`config.mk`:
```
export PLATFORM = sky130hd
export DESIGN_NAME = reg_alias_table
export DESIGN_NICKNAME = d
export VERILOG_FILES = /design/src/rtl/reg_alias_table.sv
export SDC_FILE = /design/constraint.sdc
export NUM_CORES = 1
export LEC_CHECK = 0
export CAP_MARGIN = 20
export CELL_PAD_IN_SITES_DETAIL_PLACEMENT = 2
export CELL_PAD_IN_SITES_GLOBAL_PLACEMENT = 2
export CORE_MARGIN = 2
export CORE_UTILIZATION = 44
export DETAILED_ROUTE_END_ITERATION = 10
export PLACE_DENSITY = 0.93
export SLEW_MARGIN = 5
export SYNTH_ARGS = -nofsm -noshare
export SYNTH_HDL_FRONTEND = slang
export SYNTH_SLANG_ARGS = --single-unit
```
`constraint.sdc`:
```
create_clock -name clock -period 6.6 [get_ports clock]
set_clock_uncertainty 0.1 [all_clocks]
set_input_delay 1.32 -clock clock [delete_from_list [all_inputs] [get_ports clock]]
set_output_delay 1.32 -clock clock [all_outputs]
set_load 0.05 [all_outputs]
```
`src/rtl/reg_alias_table.sv`:
```
// Register alias table: combinational rename lookup, 1-cycle registered frees, RUN/RECOVER rollback FSM.
// Renames stall (rename_ready=0) during recovery or when the free list is empty; commits stall while recovering.
module reg_alias_table #(
  parameter int REG_FILE_ADDR_WIDTH = 7,
  parameter int ARCH_REGS           = 32
) (
  input  logic                           clock,
  input  logic                           reset_n,
  input  logic                           rename_valid,
  input  logic [4:0]                     rename_rd,
  input  logic [4:0]                     rename_rs1,
  input  logic [4:0]                     rename_rs2,
  output logic                           rename_ready,
  output logic [REG_FILE_ADDR_WIDTH-1:0] rename_prs1,
  output logic [REG_FILE_ADDR_WIDTH-1:0] rename_prs2,
  output logic [REG_FILE_ADDR_WIDTH-1:0] rename_prd,
  output logic [REG_FILE_ADDR_WIDTH-1:0] rename_old_prd,
  output logic                           free_list_take,
  input  logic [REG_FILE_ADDR_WIDTH-1:0] free_list_reg,
  input  logic                           free_list_empty,
  input  logic                           commit_valid,
  input  logic [4:0]                     commit_rd,
  input  logic [REG_FILE_ADDR_WIDTH-1:0] commit_old_prd,
  output logic                           commit_ready,
  input  logic                           flush_start,
  input  logic                           flush_done,
  input  logic                           rollback_valid,
  input  logic [4:0]                     rollback_rd,
  input  logic [REG_FILE_ADDR_WIDTH-1:0] rollback_prd,
  input  logic [REG_FILE_ADDR_WIDTH-1:0] rollback_old_prd,
  output logic                           reg_freed,
  output logic [REG_FILE_ADDR_WIDTH-1:0] freed_reg_num,
  output logic                           recovering,
  output logic [REG_FILE_ADDR_WIDTH-1:0] inflight_count
);

  localparam int W = REG_FILE_ADDR_WIDTH;

  typedef enum logic {RUN, RECOVER} state_t;

  state_t         state;
  state_t         state_next;
  logic [W-1:0]   map_q [ARCH_REGS];
  logic           commit_acc;
  logic           rollback_acc;
  logic           rollback_wr;
  logic           inflight_inc;
  logic           inflight_dec;

  always_ff @(posedge clock or negedge reset_n) begin
    if (!reset_n) state <= RUN;
    else          state <= state_next;
  end

  always_comb begin
    state_next   = state;
    rename_ready = 1'b0;
    commit_ready = 1'b0;
    recovering   = 1'b0;
    case (state)
      RUN: begin
        commit_ready = 1'b1;
        rename_ready = !flush_start && (!free_list_empty || rename_rd == 5'd0);
        if (flush_start) state_next = RECOVER;
      end
      RECOVER: begin
        recovering = 1'b1;
        if (flush_done) state_next = RUN;
      end
      default: state_next = RUN;
    endcase
  end

  // Lookups see the table before this cycle's write, so rs == rd yields the old mapping.
  assign rename_prs1    = (rename_rs1 == 5'd0) ? '0 : map_q[rename_rs1];
  assign rename_prs2    = (rename_rs2 == 5'd0) ? '0 : map_q[rename_rs2];
  assign rename_old_prd = (rename_rd  == 5'd0) ? '0 : map_q[rename_rd];
  assign rename_prd     = (rename_rd  == 5'd0) ? '0 : free_list_reg;
  assign free_list_take = rename_valid && rename_ready && (rename_rd != 5'd0);

  assign commit_acc   = commit_valid && commit_ready;
  assign rollback_acc = rollback_valid && recovering;
  assign rollback_wr  = rollback_acc && (rollback_rd != 5'd0);

  // Rename writes only in RUN, rollback only in RECOVER, so the two never collide.
  always_ff @(posedge clock or negedge reset_n) begin
    if (!reset_n) begin
      for (int i = 0; i < ARCH_REGS; i++) map_q[i] <= W'(i);
    end else begin
      if (free_list_take) map_q[rename_rd] <= free_list_reg;
      if (rollback_wr)    map_q[rollback_rd] <= rollback_old_prd;
    end
  end

  always_ff @(posedge clock or negedge reset_n) begin
    if (!reset_n) begin
      reg_freed     <= 1'b0;
      freed_reg_num <= '0;
    end else if (commit_acc && commit_old_prd != '0) begin
      reg_freed     <= 1'b1;
      freed_reg_num <= commit_old_prd;
    end else if (rollback_acc && rollback_prd != '0) begin
      reg_freed     <= 1'b1;
      freed_reg_num <= rollback_prd;
    end else begin
      reg_freed     <= 1'b0;
      freed_reg_num <= '0;
    end
  end

  assign inflight_inc = free_list_take;
  assign inflight_dec = (commit_acc && commit_rd != 5'd0) || rollback_wr;

  always_ff @(posedge clock or negedge reset_n) begin
    if (!reset_n) begin
      inflight_count <= '0;
    end else if (inflight_inc && !inflight_dec) begin
      if (inflight_count != {W{1'b1}}) inflight_count <= inflight_count + W'(1);
    end else if (inflight_dec && !inflight_inc) begin
      if (inflight_count != '0) inflight_count <= inflight_count - W'(1);
    end
  end

endmodule

```
==> results of run 1 <==
flip-flops by register name, indices dropped and copies added (netlist names):
| name | flops |
|---|---|
| reg_freed | 1 |
| map_q | 224 |
| state | 1 |
| inflight_count | 7 |
| freed_reg_num | 7 |
power by group through the flow:
| stage | clock [W] | combinational, W | sequential [W] |
|---|---|---|---|
| detailed placement | 0 | 0.00194 | 0.00243 |
| finish | 0.00174 | 0.00208 | 0.00252 |
| global placement | 0 | 0.00178 | 0.00232 |
| global route | 0.00181 | 0.00216 | 0.00251 |
| CTS | 0.00174 | 0.00201 | 0.00245 |
| floorplan | 0 | 0.00122 | 0.00223 |
worst reg2reg max path, stage by stage, from the launching register on:
cell and delay [ns]:
dfrtp_1 0.52, nor2b_1 0.53, o21ai_0 0.24, o21a_1 0.17
ha_1 0.27, inv_1 0.27, ha_1 0.35, a21oi_1 0.25
o21ai_0 0.21, mux2i_1 0.16, a2111oi_0 0.41, xor2_1 0.14
stage by stage:
step           power (W)  area (sq um)  util (%)  worst slack (ns)
2_1_floorplan    0.00344         16900         -             0.399
3_3_place_gp     0.00411         18500      48.9             0.623
3_5_place_dp     0.00437         18500      49.0             0.486
4_1_cts          0.00620         19500      51.6             0.297
5_1_grt          0.00648         19500      51.7             0.290
6_report         0.00634         19500      51.8             0.302
worst paths after layout:
check                        startpoint           endpoint  slack (ns)  cells past startpoint
max                        rename_rd[2]  rename_old_prd[5]        0.30                      6
min                          map_q[223]         map_q[223]        0.35                      0
max reg2reg                       state  inflight_count[6]        2.85                     11
min reg2reg                  map_q[223]         map_q[223]        0.35                      0
max in group asynchronous       reset_n           map_q[5]        4.42                      2
min in group asynchronous       reset_n         map_q[198]        0.61                      1
cell families (layout without fill, tap and decap cells):
group           after synthesis  after routing  share of synthesized area (%)
mux                         410            410                           37.7
flops                       240            240                           36.0
other cells                   0              4                              0
fa+ha+maj                     8              8                          0.635
compound gates              314            314                           10.6
simple gates                392            392                           10.8
buf+inv                     163            240                           3.97
xor+xnor                      5              5                          0.259
layout make-up:
cell class | instances | area, sq um
diodes | 4 | 10.0
clock buffers | 51 | 921
clock inverters | 5 | 78.8
fillers | 3641 | 18200
inverters | 13 | 48.8
multi-input cells | 1129 | 10200
flip-flops and latches | 240 | 6110
well taps | 511 | 639
repair buffers | 171 | 1540
metal layers:
metal | share of wire (%) | vias to the layer above
li1 | - | 5884
met1 | 34 | 8252
met2 | 44 | 1534
met3 | 13 | 564
met4 | 8.7 | 6
met5 | 0.041 | -
synth_stat cells, types with 10 or more instances:
cell type,number,area share [%]
a2111oi_0,15,0.78
a211oi_1,10,0.44
a21oi_1,91,2.7
a22o_1,13,0.67
a22oi_1,11,0.49
buf_2,25,0.74
clkbuf_1,115,2.5
dfrtp_1,160,24
dfstp_2,80,12
inv_1,13,0.29
mux2i_1,225,13
mux4_2,182,24
nand2_1,173,3.8
nor2_1,105,2.3
nor2b_1,28,1.0
nor3_1,14,0.41
o21ai_0,116,3.4
o21ai_1,28,0.83
o22ai_1,14,0.52
==> run metrics, run 1 <==
clock slew at reported path FFs 0.06 ns; Most Crowded Layer GR met2; Critical Path Fanout Max 16; Routed wire per std cell 41.5 um; leakage 8.85 nW; Post-CTS Resized 0; Reg power frac 39.7%; Cell Chain, Critical Path clkdlybuf4s50_1, and3b_1, a22o_1, a221oi_1, a31oi_1, clkdlybuf4s50_1; register area share after synthesis 36.0%; Slew Viols, Final 0; final cell count without fillers 2124; Post-synth top flop dfrtp_1; drt drc 0; WP buf/inv 2; Int Pwr 0.00382 W; Nets 1654; Rows 71; most frequent cells in the layout mux2i_1, mux4_2, nand2_1; hold_ws 0.348 ns; initial antenna violation count 8; clk_lat worst skew 0.58 ns; Worst EP required 5.18 ns; Hold Vio Cnt, Final 0; Most Frequent Cell on Critical Path clkdlybuf4s50_1; syn_area_per_cell 11.1 sq um; Psw 0.00252 W; Total Wirelength 88.2 mm; Chip Height 200 um; first-pass GRT wire length 129 mm; H-tree Lvls 1; Netlist cell types 59; Slew headroom 16.4%; port bufs 107; Setup crit end kind output pin; die area 40100 sq um; CTS tree yes; clock power share 27.4%; CTS root buf clkbuf_16; Die X 200 um; placed insts 2061; grt ovf 0; Worst Tran Pin Value 1.25 ns; post-CTS setup buffer count 0; Max IR drop VDD 0.000306 V; Longest Clk Path Bufs 3; Worst path slowest cell clkdlybuf4s50_1; core area 37800 sq um; Vias/cell 7.65; max cap viols 0; post-route ant nets 0; Tmin final 6.30 ns; Critical Path AT 4.88 ns; Pwr Density 324 nW/um^2; most common cell after layout, fill and taps aside mux2i_1; Layout area overhead 15.3%; Post-synth ARST share 100%; Net Sw Frac 39.7%; total negative setup slack 0 ns; FF+latch count, synth 240; RSZ-0062 raised after global routing no; met3 GRT Util 17.1%; Syn Inst Count 1532; Initial Util 44.9%; hpwl dp 57.4 mm; syn nets 1601; setup violators final 0; Setup CP Type in2out; vias in the first global route 17700; vias post-DR 16200; hold buffers post-CTS 0; Worst Hold Class reg2reg; Top Ports 108; Comb pwr share 32.9%; status completed; GR Util met1 51.5%; GPL Wtd Cong 0.964; mapped cell area 16900 sq um; CP top delay family buffers and inverters; CP startpoint kind primary input; yosys warns 0; DR iter-0 viols 2505; TritonCTS buffer count 30; layout cells sized above 1 26.5%; GRT Overall Usage 44.0%; met2 track demand over resource 67.0%; drt first pass iters 6; CP peak stage delay 1.07 ns; CTS sink count 240; fmax 0.159 GHz; largest net degree at the start of global routing 151; Post-synth EDFFs 0; part of the cycle the worst path needs 95.4%
Note: power is estimated with default switching activity, not from simulation.
==> inputs of run 2 (changes only) <==
--- a/config.mk
+++ b/config.mk
@@ -9,9 +9,9 @@
 export CELL_PAD_IN_SITES_DETAIL_PLACEMENT = 2
 export CELL_PAD_IN_SITES_GLOBAL_PLACEMENT = 2
 export CORE_MARGIN = 2
-export CORE_UTILIZATION = 44
+export CORE_UTILIZATION = 41
 export DETAILED_ROUTE_END_ITERATION = 10
-export PLACE_DENSITY = 0.93
+export PLACE_DENSITY = 0.88
 export SLEW_MARGIN = 5
 export SYNTH_ARGS = -nofsm -noshare
 export SYNTH_HDL_FRONTEND = slang
==> constraint.sdc (replaced) <==
create_clock -name clock -period 6.71 [get_ports clock]
set_clock_uncertainty 0.1 [all_clocks]
set_input_delay 1.342 -clock clock [delete_from_list [all_inputs] [get_ports clock]]
set_output_delay 1.342 -clock clock [all_outputs]
set_load 0.05 [all_outputs]
==> run metrics, run 2 (synthesized netlist as in run 1, its figures left out) <==
Hold Crit Start map_q[220]; Worst Hold Class reg2reg; Critical Path Fanout Max 8; largest net degree at the start of global routing 130; Pwr Density 306 nW/um^2; Chip Height 207 um; Largest register FFs 224; Reg2Reg Capture Point inflight_count[6]; status completed; clk_lat worst skew 0.59 ns; vias in the first global route 16500; hpwl dp 51.9 mm; Total Wirelength 75.7 mm; drt drc 0; CP startpoint kind primary input; leakage 8.80 nW; R2R depth 10; Slew Viols, Final 0; CTS root buf clkbuf_16; Hold Vio Cnt, Final 0; Max IR drop VDD 0.000192 V; Initial Util 41.5%; Nets 1649; TritonCTS buffer count 30; R2R setup slack 2.74 ns; Worst EP required 5.27 ns; Top Ports 108; Hold Path Sink map_q[220]; RSZ-0062 raised after global routing no; grt ovf 0; most common cell after layout, fill and taps aside mux2i_1; CTS tree yes; Cell Area, Placed 18500 sq um; hold buffers post-CTS 0; final core utilization 47.7%; final instance area 19500 sq um; Top reg by flops map_q; post-route ant nets 0; Setup CP Type in2out; Die X 207 um; clock slew at reported path FFs 0.06 ns; die area 43000 sq um; r2r startpoint state; total negative setup slack 0 ns; Tmin final 6.21 ns; setup violators final 0; layout cells sized above 1 26.0%; GPL Wtd Cong 0.939; Critical Path AT 4.76 ns; GRT Overall Usage 35.1%; Rows 74; DR iter-0 viols 1882; CTS sink count 240; Setup crit end kind output pin; Worst Tran Pin Value 1.16 ns; post-CTS setup buffer count 0; Routed wire per std cell 35.4 um; Post-CTS Resized 0; drt first pass iters 6; Vias/cell 7.01; top flop regs map_q: 224 flops, freed_reg_num: 7 flops, inflight_count: 7 flops; max cap viols 0; first-pass GRT wire length 113 mm; fmax 0.161 GHz; most frequent cells in the layout mux2i_1, mux4_2, nand2_1; part of the cycle the worst path needs 92.5%; core area 40800 sq um; Slew headroom 22.6%; vias post-DR 15000; Longest Clk Path Bufs 3; H-tree Lvls 1; port bufs 107; initial antenna violation count 2; Hold Path Depth 0; Layout area overhead 14.9%
==> run 2: per-stage QoR <==
| stage | setup slack, ns | hold WS (ns) | power, W | instances |
|---|---|---|---|---|
| after floorplan | 0.465 | 0.358 | 0.00339 | 1532 |
| after global placement | 0.536 | 0.304 | 0.00405 | 2076 |
| after detailed placement | 0.279 | 0.310 | 0.00422 | 2077 |
| after CTS | 0.181 | 0.321 | 0.00592 | 2132 |
| after global routing | 0.506 | 0.339 | 0.00616 | 2135 |
| final | 0.505 | 0.339 | 0.00597 | 2137 |
==> run 2: area by class of cell <==
class | instances | area [sq um]
Multi-Input combinational cell | 1129 | 10200
Clock buffer | 50 | 876
Sequential cell | 240 | 6110
Fill cell | 4112 | 21400
Tap cell | 532 | 666
Inverter | 13 | 48.8
Clock inverter | 5 | 86.3
Antenna cell | 2 | 5.00
Timing Repair Buffer | 166 | 1480
==> run 2: worst max-delay path by stage <==
stage	slack [ns]	end	depth (start not counted)	from
2_1_floorplan	0.46	rename_prs2[0]	5	rename_rs2[2]
3_3_place_gp	0.54	rename_prs1[5]	7	rename_rs1[3]
3_5_place_dp	0.28	rename_prs1[5]	7	rename_rs1[3]
4_1_cts	0.18	rename_prs1[5]	7	rename_rs1[3]
5_1_grt	0.51	rename_prs1[3]	7	rename_rs1[3]
6_report	0.50	rename_prs1[3]	7	rename_rs1[3]
==> run 2: metal layers <==
metal / routed length [um] / global-route usage, % / vias up
li1: - / - / 5876
met1: 28600 / 45.3 / 7814
met2: 34700 / 54.7 / 1031
met3: 7950 / 9.29 / 255
met4: 4450 / 17.9 / 2
met5: 13 / 0 / -
==> run 2: critical path, cell delays in order <==
cell	delay, ns
clkdlybuf4s50_1	0.87
nor2_1	0.22
nand2_1	0.30
o22ai_1	0.20
a2111oi_0	0.79
buf_4	0.22
clkdlybuf4s50_1	0.79
==> run 2: report_power, final <==
| group | internal, W | total [W] | switching, W |
|---|---|---|---|
| clock | 0.000960 | 0.00166 | 0.000696 |
| combinational | 0.000891 | 0.00191 | 0.00102 |
| sequential | 0.00186 | 0.00240 | 0.000538 |
| total | 0.00371 | 0.00597 | 0.00225 |
==> inputs of run 3 (changes only) <==
--- a/config.mk
+++ b/config.mk
@@ -11,7 +11,7 @@
 export CORE_MARGIN = 2
 export CORE_UTILIZATION = 41
 export DETAILED_ROUTE_END_ITERATION = 10
-export PLACE_DENSITY = 0.88
+export PLACE_DENSITY = 0.8
 export SLEW_MARGIN = 5
 export SYNTH_ARGS = -nofsm -noshare
 export SYNTH_HDL_FRONTEND = slang
==> run metrics, run 3 (synthesized netlist as in run 1, its figures left out) <==
status completed; Hold Vio Cnt, Final 0; post-route ant nets 0; fmax 0.161 GHz; Hold Crit Start map_q[218]; critical path depth 6; hpwl dp 51.0 mm; total negative setup slack 0 ns; Vias/cell 6.91; Top reg by flops map_q; Worst EP required 5.27 ns; Tmin final 6.22 ns; Critical Path AT 4.78 ns; Hold Path Sink map_q[218]; final instance area 19600 sq um; placed insts 2076; CTS tree yes; GPL Wtd Cong 0.949; Initial Util 41.5%; DR iter-0 viols 1540; initial antenna violation count 3; Nets 1648; Die X 207 um; clock slew at reported path FFs 0.06 ns; Setup crit end kind output pin; largest net degree at the start of global routing 137; GRT Overall Usage 34.4%; CTS root buf clkbuf_16; post-place setup slack 0.608 ns; Worst Tran Pin Value 1.23 ns; CP peak stage delay 0.98 ns; R2R setup slack 2.81 ns; most common cell after layout, fill and taps aside mux2i_1; final worst slack 0.491 ns; CP top delay family buffers and inverters; Hold Path Depth 0; die area 43000 sq um; Setup CP Type in2out; Most Frequent Cell on Critical Path clkdlybuf4s50_1; area of the multi-input gates 10200 sq um; Total Wirelength 74.1 mm; port bufs 107; top flop regs map_q: 224 flops, freed_reg_num: 7 flops, inflight_count: 7 flops; Layout area overhead 15.9%; H-tree Lvls 1; Post-CTS Resized 0; R2R depth 10; Worst path slowest cell a2111oi_0; max cap viols 0; grt ovf 0; Top Ports 108; vias post-DR 14800; setup violators final 0; Rows 74; most frequent cells in the layout mux2i_1, mux4_2, nand2_1; drt drc 0; Pwr Density 312 nW/um^2; WP buf/inv 2; RSZ-0062 raised after global routing no; final cell count without fillers 2138; Routed wire per std cell 34.6 um; Max IR drop VDD 0.000216 V; CP startpoint kind primary input; Reg2Reg Capture Point inflight_count[6]; clk_lat worst skew 0.60 ns; leakage 8.87 nW; Critical Path Fanout Max 11; r2r startpoint state; vias in the first global route 16000; layout cells sized above 1 26.8%; post-CTS setup buffer count 0; part of the cycle the worst path needs 92.7%; Largest register FFs 224; first-pass GRT wire length 111 mm; core area 40800 sq um; # fillers 4069; Cell Area, Placed 18500 sq um; Slew headroom 17.5%; hold buffers post-CTS 0; Cell Chain, Critical Path clkdlybuf4s50_1, nor2_1, nand2_1, o22ai_1, a2111oi_0, clkdlybuf4s50_1; TritonCTS buffer count 30; Longest Clk Path Bufs 3; Slew Viols, Final 0; drt first pass iters 6; Reg area 6110 sq um; Chip Height 207 um; CTS sink count 240; Worst Hold Class reg2reg
-- run 3: cell types whose count changed in the layout (fill, tap and decap cells not counted), moves of 2 or more --
cell        before  now
clkbuf_2         2    0
clkbuf_1        15    4
clkinvlp_4       0    4
clkbuf_8         5   10
bufinv_16        2    5
buf_6            0    2
-- run 3: power breakdown --
| group | internal, W | total [W] | switching (W) |
|---|---|---|---|
| registers | 0.00186 | 0.00234 | 0.000476 |
| clock network | 0.00112 | 0.00184 | 0.000715 |
| logic | 0.000896 | 0.00195 | 0.00105 |
-- run 3: routing by layer --
layer | up-vias | track usage, % | share of wire (%)
met3 | 222 | 6.90 | 9.1
met4 | 0 | 16.4 | 5.5
met5 | - | 0 | 0
met2 | 859 | 53.8 | 46
li1 | 5867 | - | -
met1 | 7833 | 46.3 | 39
-- run 3: per-stage QoR --
stage          hold slack [ns]  power [W]  util [%]
2_1_floorplan            0.358    0.00339         -
3_3_place_gp             0.295    0.00408      45.2
3_5_place_dp             0.308    0.00423      45.3
4_1_cts                  0.324    0.00610      48.0
5_1_grt                  0.339    0.00633      48.0
6_report                 0.331    0.00612      48.1
-- run 3: cell type report --
cell class,count,share of cell area [%]
multi-input combinational,1129,51.9
sequential,240,31.1
timing repair buffer,165,7.62
clock buffer,44,4.60
tap,532,3.39
clock inverter,12,1.05
inverter,13,0.249
antenna,3,0.0383
-- run 3: worst max-delay path by stage --
| stage | startpoint | to | slack [ns] |
|---|---|---|---|
| finish | rename_rs1[3] | rename_prs1[2] | 0.49 |
| global route | rename_rs1[3] | rename_prs1[2] | 0.42 |
| CTS | rename_rs1[3] | rename_prs1[0] | 0.56 |
| detailed placement | rename_rs1[3] | rename_prs1[2] | 0.61 |
| global placement | rename_rs2[4] | rename_prs2[6] | 0.30 |
| floorplan | rename_rs2[2] | rename_prs2[0] | 0.46 |
